[src/rtl/mpsoc_ahb3_pkg.sv]
// Shared AHB3-Lite encodings for the mpsoc_ahb3 master and spram slave.
package mpsoc_ahb3_pkg;
  localparam logic [1:0] HTRANS_IDLE   = 2'b00;
  localparam logic [1:0] HTRANS_BUSY   = 2'b01;
  localparam logic [1:0] HTRANS_NONSEQ = 2'b10;
  localparam logic [1:0] HTRANS_SEQ    = 2'b11;

  localparam logic [2:0] HBURST_SINGLE = 3'b000;

  localparam logic [2:0] HSIZE_BYTE  = 3'b000;
  localparam logic [2:0] HSIZE_HWORD = 3'b001;
  localparam logic [2:0] HSIZE_WORD  = 3'b010;
  localparam logic [2:0] HSIZE_DWORD = 3'b011;

  localparam logic HRESP_OKAY  = 1'b0;
  localparam logic HRESP_ERROR = 1'b1;
endpackage

[src/rtl/mpsoc_ahb3_master.sv]
// AHB3-Lite initiator: valid/ready request stream in, single-beat pipelined
// transfers out, one in-order response per accepted request.
module mpsoc_ahb3_master
  import mpsoc_ahb3_pkg::*;
#(
  parameter int          PLEN        = 32,
  parameter int          XLEN        = 32,
  parameter logic [3:0]  HPROT_VALUE = 4'b0011
) (
  input  logic            clk,
  input  logic            rst,
  input  logic            req_valid,
  output logic            req_ready,
  input  logic [PLEN-1:0] req_addr,
  input  logic            req_write,
  input  logic [2:0]      req_size,
  input  logic [XLEN-1:0] req_wdata,
  output logic            rsp_valid,
  output logic [XLEN-1:0] rsp_rdata,
  output logic            rsp_err,
  output logic            busy,
  output logic            HSEL,
  output logic [PLEN-1:0] HADDR,
  output logic [XLEN-1:0] HWDATA,
  output logic            HWRITE,
  output logic [2:0]      HSIZE,
  output logic [2:0]      HBURST,
  output logic [3:0]      HPROT,
  output logic [1:0]      HTRANS,
  output logic            HMASTLOCK,
  input  logic [XLEN-1:0] HRDATA,
  input  logic            HREADY,
  input  logic            HRESP
);
  logic [XLEN-1:0] wdata_hold;
  logic            dp_valid;
  logic            dp_write;
  logic            cancel_pend;
  logic            accept;

  assign req_ready = HREADY & ~cancel_pend;
  assign accept    = req_valid & req_ready;
  assign HSEL      = HTRANS[1];
  assign HBURST    = HBURST_SINGLE;
  assign HPROT     = HPROT_VALUE;
  assign HMASTLOCK = 1'b0;
  assign busy      = (HTRANS == HTRANS_NONSEQ) | dp_valid | cancel_pend | rsp_valid;

  always_ff @(posedge clk or posedge rst) begin
    if (rst) begin
      HTRANS      <= HTRANS_IDLE;
      HADDR       <= '0;
      HWRITE      <= 1'b0;
      HSIZE       <= '0;
      wdata_hold  <= '0;
      HWDATA      <= '0;
      dp_valid    <= 1'b0;
      dp_write    <= 1'b0;
      cancel_pend <= 1'b0;
      rsp_valid   <= 1'b0;
      rsp_rdata   <= '0;
      rsp_err     <= 1'b0;
    end else begin
      rsp_valid <= 1'b0;
      if (HREADY) begin
        if (accept) begin
          HTRANS     <= HTRANS_NONSEQ;
          HADDR      <= req_addr;
          HWRITE     <= req_write;
          HSIZE      <= req_size;
          wdata_hold <= req_wdata;
        end else begin
          HTRANS <= HTRANS_IDLE;
        end
        dp_valid <= (HTRANS == HTRANS_NONSEQ);
        dp_write <= HWRITE;
        if (HTRANS == HTRANS_NONSEQ)
          HWDATA <= wdata_hold;
        if (dp_valid) begin
          rsp_valid <= 1'b1;
          rsp_err   <= HRESP;
          rsp_rdata <= (!dp_write && HRESP == HRESP_OKAY) ? HRDATA : '0;
        end
      end else if (dp_valid && HRESP == HRESP_ERROR && HTRANS == HTRANS_NONSEQ) begin
        // first ERROR cycle: withdraw the queued transfer, answer it later
        HTRANS      <= HTRANS_IDLE;
        cancel_pend <= 1'b1;
      end
      // error response has gone out; the withdrawn transfer answers next
      if (cancel_pend && !dp_valid) begin
        rsp_valid   <= 1'b1;
        rsp_err     <= 1'b1;
        rsp_rdata   <= '0;
        cancel_pend <= 1'b0;
      end
    end
  end
endmodule

[config.mk]
export PLATFORM = sky130hd
export DESIGN_NAME = mpsoc_ahb3_master
export DESIGN_NICKNAME = d
export VERILOG_FILES = /design/src/rtl/mpsoc_ahb3_pkg.sv /design/src/rtl/mpsoc_ahb3_master.sv
export SDC_FILE = /design/constraint.sdc
export NUM_CORES = 1
export LEC_CHECK = 0
export ABC_AREA = 1
export CORE_UTILIZATION = 57
export CTS_CLUSTER_DIAMETER = 30
export DETAILED_ROUTE_END_ITERATION = 8
export DONT_BUFFER_PORTS = 1
export GPL_TIMING_DRIVEN = 0
export HOLD_SLACK_MARGIN = 0.15
export PLACE_DENSITY = 0.75
export SLEW_MARGIN = 20
export SYNTH_ARGS = -nofsm -noshare
export SYNTH_HDL_FRONTEND = slang
export SYNTH_SLANG_ARGS = --single-unit
[constraint.sdc]
create_clock -name clk -period 4.3 [get_ports clk]
set_input_delay 0.645 -clock clk [delete_from_list [all_inputs] [get_ports clk]]
set_output_delay 0.645 -clock clk [all_outputs]
set_load 0.01 [all_outputs]
==> results of run 1 <==
==> cell type report <==
type	count	area [um2]
Tap cell	133	166.4
Sequential cell	138	3453
Clock inverter	8	142.6
Inverter	6	26.28
Buffer	63	379.1
Clock buffer	23	456.7
Multi-Input combinational cell	427	1921
Timing Repair Buffer	5	97.59
Fill cell	799	3132
==> Yosys cell counts <==
cell type	n	area (um2)
a21oi_1	1	5.000
buf_1	1	3.750
buf_2	30	150.1
buf_4	20	150.1
buf_6	4	45.04
clkbuf_1	8	30.03
conb_1	2	7.510
dfrtp_1	138	3453
inv_1	3	11.26
inv_2	3	11.26
nand2_1	241	904.6
nand2_2	2	12.51
nand3_1	99	495.5
nand3_4	1	17.52
nand4_1	68	425.4
nor2_1	3	11.26
o21ai_0	3	15.01
==> sequential cells by signal, summed over array words and instances (netlist names) <==
name,cells
HWDATA,32
wdata_hold,32
rsp_err,1
HSIZE,3
HTRANS,1
dp_write,1
cancel_pend,1
rsp_rdata,32
dp_valid,1
rsp_valid,1
HWRITE,1
HADDR,32
==> layer usage <==
| metal | part of all wire | GRT usage | wire [um] | vias up |
|---|---|---|---|---|
| li1 | - | - | - | 2137 |
| met1 | 0.40 | 0.3580 | 5685 | 2169 |
| met2 | 0.50 | 0.4621 | 7135 | 212 |
| met3 | 0.087 | 0.1026 | 1252 | 34 |
| met4 | 0.021 | 0.1165 | 301 | 0 |
| met5 | 0 | 0 | 0 | - |
==> cell families after synthesis <==
kind of cell	Yosys count	synth area share
AOI/OAI and AO/OA	4	0.003480
other	2	0.001306
DFF	138	0.6007
and+or+nand+nor	414	0.3247
buffers and inverters	69	0.06986
==> critical path, stage by stage (launching register included) <==
cell and delay [ns]:
dfrtp_1 0.45, buf_2 0.25, buf_2 0.28, nor2_1 0.07, nand2_1 0.13
==> power by group through the flow <==
stage | sequential [uW] | combinational (uW) | clock (uW)
after floorplan | 1760 | 325 | 0
after global placement | 1810 | 381 | 0
after detailed placement | 1810 | 417 | 0
after CTS | 1790 | 419 | 1500
after global routing | 1820 | 481 | 1560
final | 1790 | 416 | 1480
==> stage by stage <==
stage | utilization | total power [uW]
6_report | 0.6796 | 3686
3_5_place_dp | 0.6173 | 2229
2_1_floorplan | - | 2081
3_3_place_gp | 0.6083 | 2187
5_1_grt | 0.6796 | 3868
4_1_cts | 0.6796 | 3710
==> cell usage in the layout (no fill, tap or decap) <==
cell type / n
nand2_1: 241
dfrtp_1: 138
nand3_1: 99
nand4_1: 68
buf_2: 30
buf_4: 20
clkbuf_16: 16
clkbuf_1: 12
conb_1: 9
buf_6: 4
bufinv_16: 4
inv_2: 3
nor2_1: 3
o21ai_0: 3
clkbuf_8: 3
clkinv_2: 3
buf_12: 3
nand2_2: 2
inv_1: 2
clkinvlp_4: 2
nand3_4: 1
buf_1: 1
a21oi_1: 1
dlygate4sd3_1: 1
buf_16: 1
==> path summary, 6_finish.rpt <==
check	start	to	slack, ns	cells after the start
setup reg to reg	HTRANS[1]$_DFFE_PP0P_	HWDATA[21]$_DFFE_PP0P_	2.90	4
setup / recovery	HTRANS[1]$_DFFE_PP0P_	busy	1.96	4
min in group asynchronous	rst	HWDATA[21]$_DFFE_PP0P_	0.68	2
hold reg to reg	wdata_hold[10]$_DFFE_PP0P_	wdata_hold[10]$_DFFE_PP0P_	0.48	2
max in group asynchronous	rst	HADDR[2]$_DFFE_PP0P_	2.81	4
hold / removal	HRDATA[31]	rsp_rdata[31]$_DFFE_PP0P_	0.27	2
==> repair_timing <==
action | 4_1_cts | 5_1_grt
resized for setup | 0 | 0
hold buffers | 1 | 0
hold endpoints to repair | 21 | 0
==> results by group, run 1 <==
Timing
  • Fin Clk Skew: slightly above 0.006 ns
  • Worst-margin pin slew: roughly 0.6 ns
  • Relative slew slack: 0.5973
  • RSZ-0062 raised after global routing: no
  • Setup ws final: 1.963 ns
  • Hold Vio Cnt, Final: 0
  • Final Cycle Share: 0.5436
  • Final Setup Violations: 0
  • Pins Over Slew Limit: 0
  • Min Hold Slack: 0.2655 ns
  • Max Fclk: 427.8 MHz
  • Tmin final: 2.337 ns
  • Setup_tns: 0 ns

CTS
  • CTS tree: done
  • Clk slew on worst S/H paths: about 0.060 ns
  • Clk_lat worst skew: roughly 0.52 ns
  • Num CTS Buffers: 17
  • Sink Count: approximately 140
  • Post CTS Setup Buffer Count: 0
  • # H-tree levels: 4
  • Root buffer cell: clkbuf_8
  • Clk buf depth: 2

Power and ir drop
  • Clock power share: 0.401
  • Comb pwr share: 0.113
  • Sw Share: 0.2804
  • Cell Pwr Density: approximately 550 nW/um2
  • Max VDD drop: 0.2761 mV
  • Pint: 2652 uW
  • Sequential Power Share: 0.487
  • Switching power: 1034 uW
  • Leak: 0.003529 uW

Worst setup path
  • CP max FO: 10
  • CP startpoint kind: flop
  • Crit path required time: ~3.7 ns
  • Type of destination of the critical path: output pin
  • Crit Path Category: flop to output pin
  • Crit path DAT: roughly 1.7 ns

Floorplanning
  • Die width: 102.4 um
  • Core area: between 9000 and 10,000 um2
  • Effective utilization at floorplan: 0.5882
  • IO Pins: 220
  • Die Span Y: between 100 and 150 um
  • Die area: ~10,000 um2
  • Num rows: 36

Synthesis
  • #FFs+latches synth: ~140
  • Cell area after synthesis: roughly 5700 um2
  • Post-synthesis cell count: about 630
  • Sequential area share after synthesis: 0.6007
  • Synth warnings: 0
  • Netlist cell types: 17
  • Synth Area per Inst: about 9.2 um2

Global routing
  • Total gr overflow: 0
  • First-pass GRT wire length: 22,660 um
  • Number of global-route vias before repair: approximately 4,500
  • Initial antenna violation count: 0
  • Gr usage total: 0.2889
  • Maximum number of pins on one net before global-route repair: 37

Routing
  • Initial DRC count: 200
  • Vias: 4,552
  • Final WL: roughly 14,000 um
  • Detailed Routing Iterations Pass 1: 5
  • DRC errors left: 0
  • WL per Instance: about 18 um
  • Antenna-violating nets left: 0
  • Via density: roughly 5.7

Placement
  • Post-DP HPWL: approximately 10,000 um
  • GPL Wtd Cong: 0.7705
  • Pre-CTS setup slack: about 2.4 ns
  • Port Buf Inserts: 0
  • Cell count after placement: 771
  • Placed cell area: 6033 um2

Cells and area
  • Share of layout cells above drive strength 1: 0.1373
  • Post-Layout Inst Area: around 6600 um2
  • Antenna diode count: 0
  • Final Net Count: 763
  • Area grow syn2layout: 15.54%
  • Non-filler cells, final: approximately 800

Outcome
  • Status: finished clean

Min path
  • HP Class: input pin to flop

Flow run
  • MaxCap Viol Count: 0
Note: power is estimated with default switching activity, not from simulation.
==> inputs of run 2 (changes only) <==
- clock period: 4.3 -> 2.1 ns (I/O delays scaled with it)
==> run 2 against run 1 <==
  * Final cell count grew 13%
  * Sequential share of layout area fell by 7.0 points
  * Critical path type unchanged
  * Register-to-register slack got worse by 2.4 ns
  * First-iteration DRC count increased by 26%
  * Global-route usage grew 5.2 points
  * Sequential cell count did not move
  * Routed wire length rose by 19%
  * Sequential power grew 110%
==> results by group, run 2 (same netlist as run 1, synthesis figures left out) <==
Worst setup path
  • Crit path required time: between 1.5 and 2 ns
  • FF-to-FF setup slack: about 0.53 ns
  • Crit path DAT: about 1.7 ns
  • CP max FO: 10
  • Crit Path Category: flop to output pin
  • Type of destination of the critical path: output pin
  • CP startpoint kind: flop

Global routing
  • Total gr overflow: 0
  • Number of global-route vias before repair: between 5,000 and 6,000
  • Initial antenna violation count: 1
  • Maximum number of pins on one net before global-route repair: 37
  • First-pass GRT wire length: approximately 27,000 um
  • Gr usage total: 0.3413

Routing
  • Antenna-violating nets left: 0
  • Via density: roughly 6
  • DRC errors left: 0
  • Vias: 5,334
  • Initial DRC count: around 250
  • WL per Instance: 18.80 um
  • Final WL: between 15,000 and 20,000 um
  • Detailed Routing Iterations Pass 1: 6

Placement
  • Placed cell area: roughly 6000 um2
  • Post-DP HPWL: about 10,000 um
  • Port Buf Inserts: 0
  • GPL Wtd Cong: slightly below 0.8

Power and ir drop
  • Pint: between 5000 and 6000 uW
  • Sw Share: 0.2872
  • Comb pwr share: 0.136
  • Leak: 0.003954 uW
  • Max VDD drop: slightly below 0.6 mV
  • Sequential Power Share: 0.472
  • Clock power share: 0.392
  • Switching power: roughly 2200 uW
  • Cell Pwr Density: just over 1000 nW/um2

Outcome
  • Status: finished clean

Cells and area
  • Post-Layout Inst Area: between 7000 and 8000 um2
  • Share of layout cells above drive strength 1: 0.1190
  • Final Net Count: ~870
  • Register area: ~3500 um2
  • Most frequent cells in the layout: nand2_1, dfrtp_1, dlygate4sd3_1
  • Area grow syn2layout: 33.60%
  • Most common cell after layout, fill and taps aside: nand2_1
  • Area of the multi-input gates: about 1900 um2
  • Fillers: approximately 620
  • Finished Core Util: 0.7858

Timing
  • Final Cycle Share: 0.9367
  • Pins Over Slew Limit: 0
  • Max Fclk: around 510 MHz
  • Tmin final: 1.967 ns
  • Hold Vio Cnt, Final: 0
  • Fin Clk Skew: 0.008288 ns
  • Worst-margin pin slew: between 0.6 and 0.7 ns
  • Final Setup Violations: 0
  • Relative slew slack: 0.5968
  • RSZ-0062 raised after global routing: no

Floorplanning
  • Die area: 10,490 um2
  • Die width: 102.4 um
  • Die Span Y: 102.4 um
  • Effective utilization at floorplan: 0.5882
  • IO Pins: 220
  • Core area: around 9800 um2
  • Num rows: 36

CTS
  • Clk buf depth: 2
  • Num CTS Buffers: 17
  • # H-tree levels: 4
  • CTS tree: done
  • Sink Count: roughly 140
  • Post CTS Setup Buffer Count: 0
  • Clk_lat worst skew: 0.53 ns
  • Clk slew on worst S/H paths: ~0.060 ns
  • Root buffer cell: clkbuf_8

Min path
  • HP Class: input pin to flop

Flow run
  • MaxCap Viol Count: 0
## run 2: cell types whose count changed in the layout (fill, tap and decap cells not counted), sizes merged
cell / previous run / this run
dlygate4sd3: 1 / 104
clkbuf: 31 / 33
diode: 0 / 1
buf: 59 / 57
## run 2: layout make-up
class	instances	share of cell area
clock buffers	23	0.05946
clock inverters	8	0.01857
multi-input cells	427	0.2500
well taps	133	0.02166
plain buffers	63	0.05001
inverters	6	0.003421
flip-flops and latches	138	0.4496
diodes	1	0.0003258
repair buffers	108	0.1469
## run 2: critical path, cell delays in order, from the launching register on
cell	delay, ns
dfrtp_1	0.47
clkbuf_4	0.25
clkbuf_4	0.23
nor2_1	0.06
nand2_1	0.13
## run 2: power groups by stage
stage	clock [uW]	combinational, uW	sequential (uW)
floorplan	0	665	3600
global placement	0	781	3700
CTS	3060	1020	3670
detailed placement	0	854	3710
finish	3060	1060	3680
global route	3210	1190	3740
## run 2: path summary, 6_finish.rpt
| check | start | endpoint | cells after the start |
|---|---|---|---|
| setup / recovery | HTRANS[1]$_DFFE_PP0P_ | busy | 4 |
| hold / removal | HRESP | rsp_rdata[7]$_DFFE_PP0P_ | 4 |
| setup reg to reg | dp_valid$_DFFE_PP0P_ | rsp_rdata[30]$_DFFE_PP0P_ | 5 |
| hold reg to reg | wdata_hold[11]$_DFFE_PP0P_ | wdata_hold[11]$_DFFE_PP0P_ | 2 |
| max in group asynchronous | rst | HADDR[2]$_DFFE_PP0P_ | 4 |
| min in group asynchronous | rst | HWDATA[20]$_DFFE_PP0P_ | 2 |
## run 2: timing repair
item / in CTS / in global routing
setup endpoints to repair: 0 / 1
gates resized for setup: 0 / 2
endpoints found under the hold margin: 205 / 0
hold buffers: 104 / 0
## run 2: metal layers
metal,vias to the layer above,routed length [um],global-route usage
met4,0,711,0.2011
met2,359,8565,0.5508
met5,-,0,0
met3,77,1537,0.1122
met1,2549,6235,0.3984
li1,2349,-,-
## run 2: through the flow
stage | power (uW) | setup TNS [ns] | setup slack [ns] | hold WS [ns] | std cells
2_1_floorplan | 4261 | 0 | 0.06388 | 0.4415 | 634
3_3_place_gp | 4478 | -73.77 | -0.5398 | 0.4541 | 767
3_5_place_dp | 4564 | 0 | 0.6286 | 0.2810 | 771
4_1_cts | 7754 | 0 | 0.06346 | 0.2115 | 906
5_1_grt | 8146 | 0 | 0.02733 | 0.2465 | 907
6_report | 7799 | 0 | 0.1329 | 0.2512 | 907
==> inputs of run 3 (changes only) <==
- TNS_END_PERCENT: not set -> 10
==> results of run 3 <==
Same layout as run 2: the final DEF is identical, and so are final timing and power.
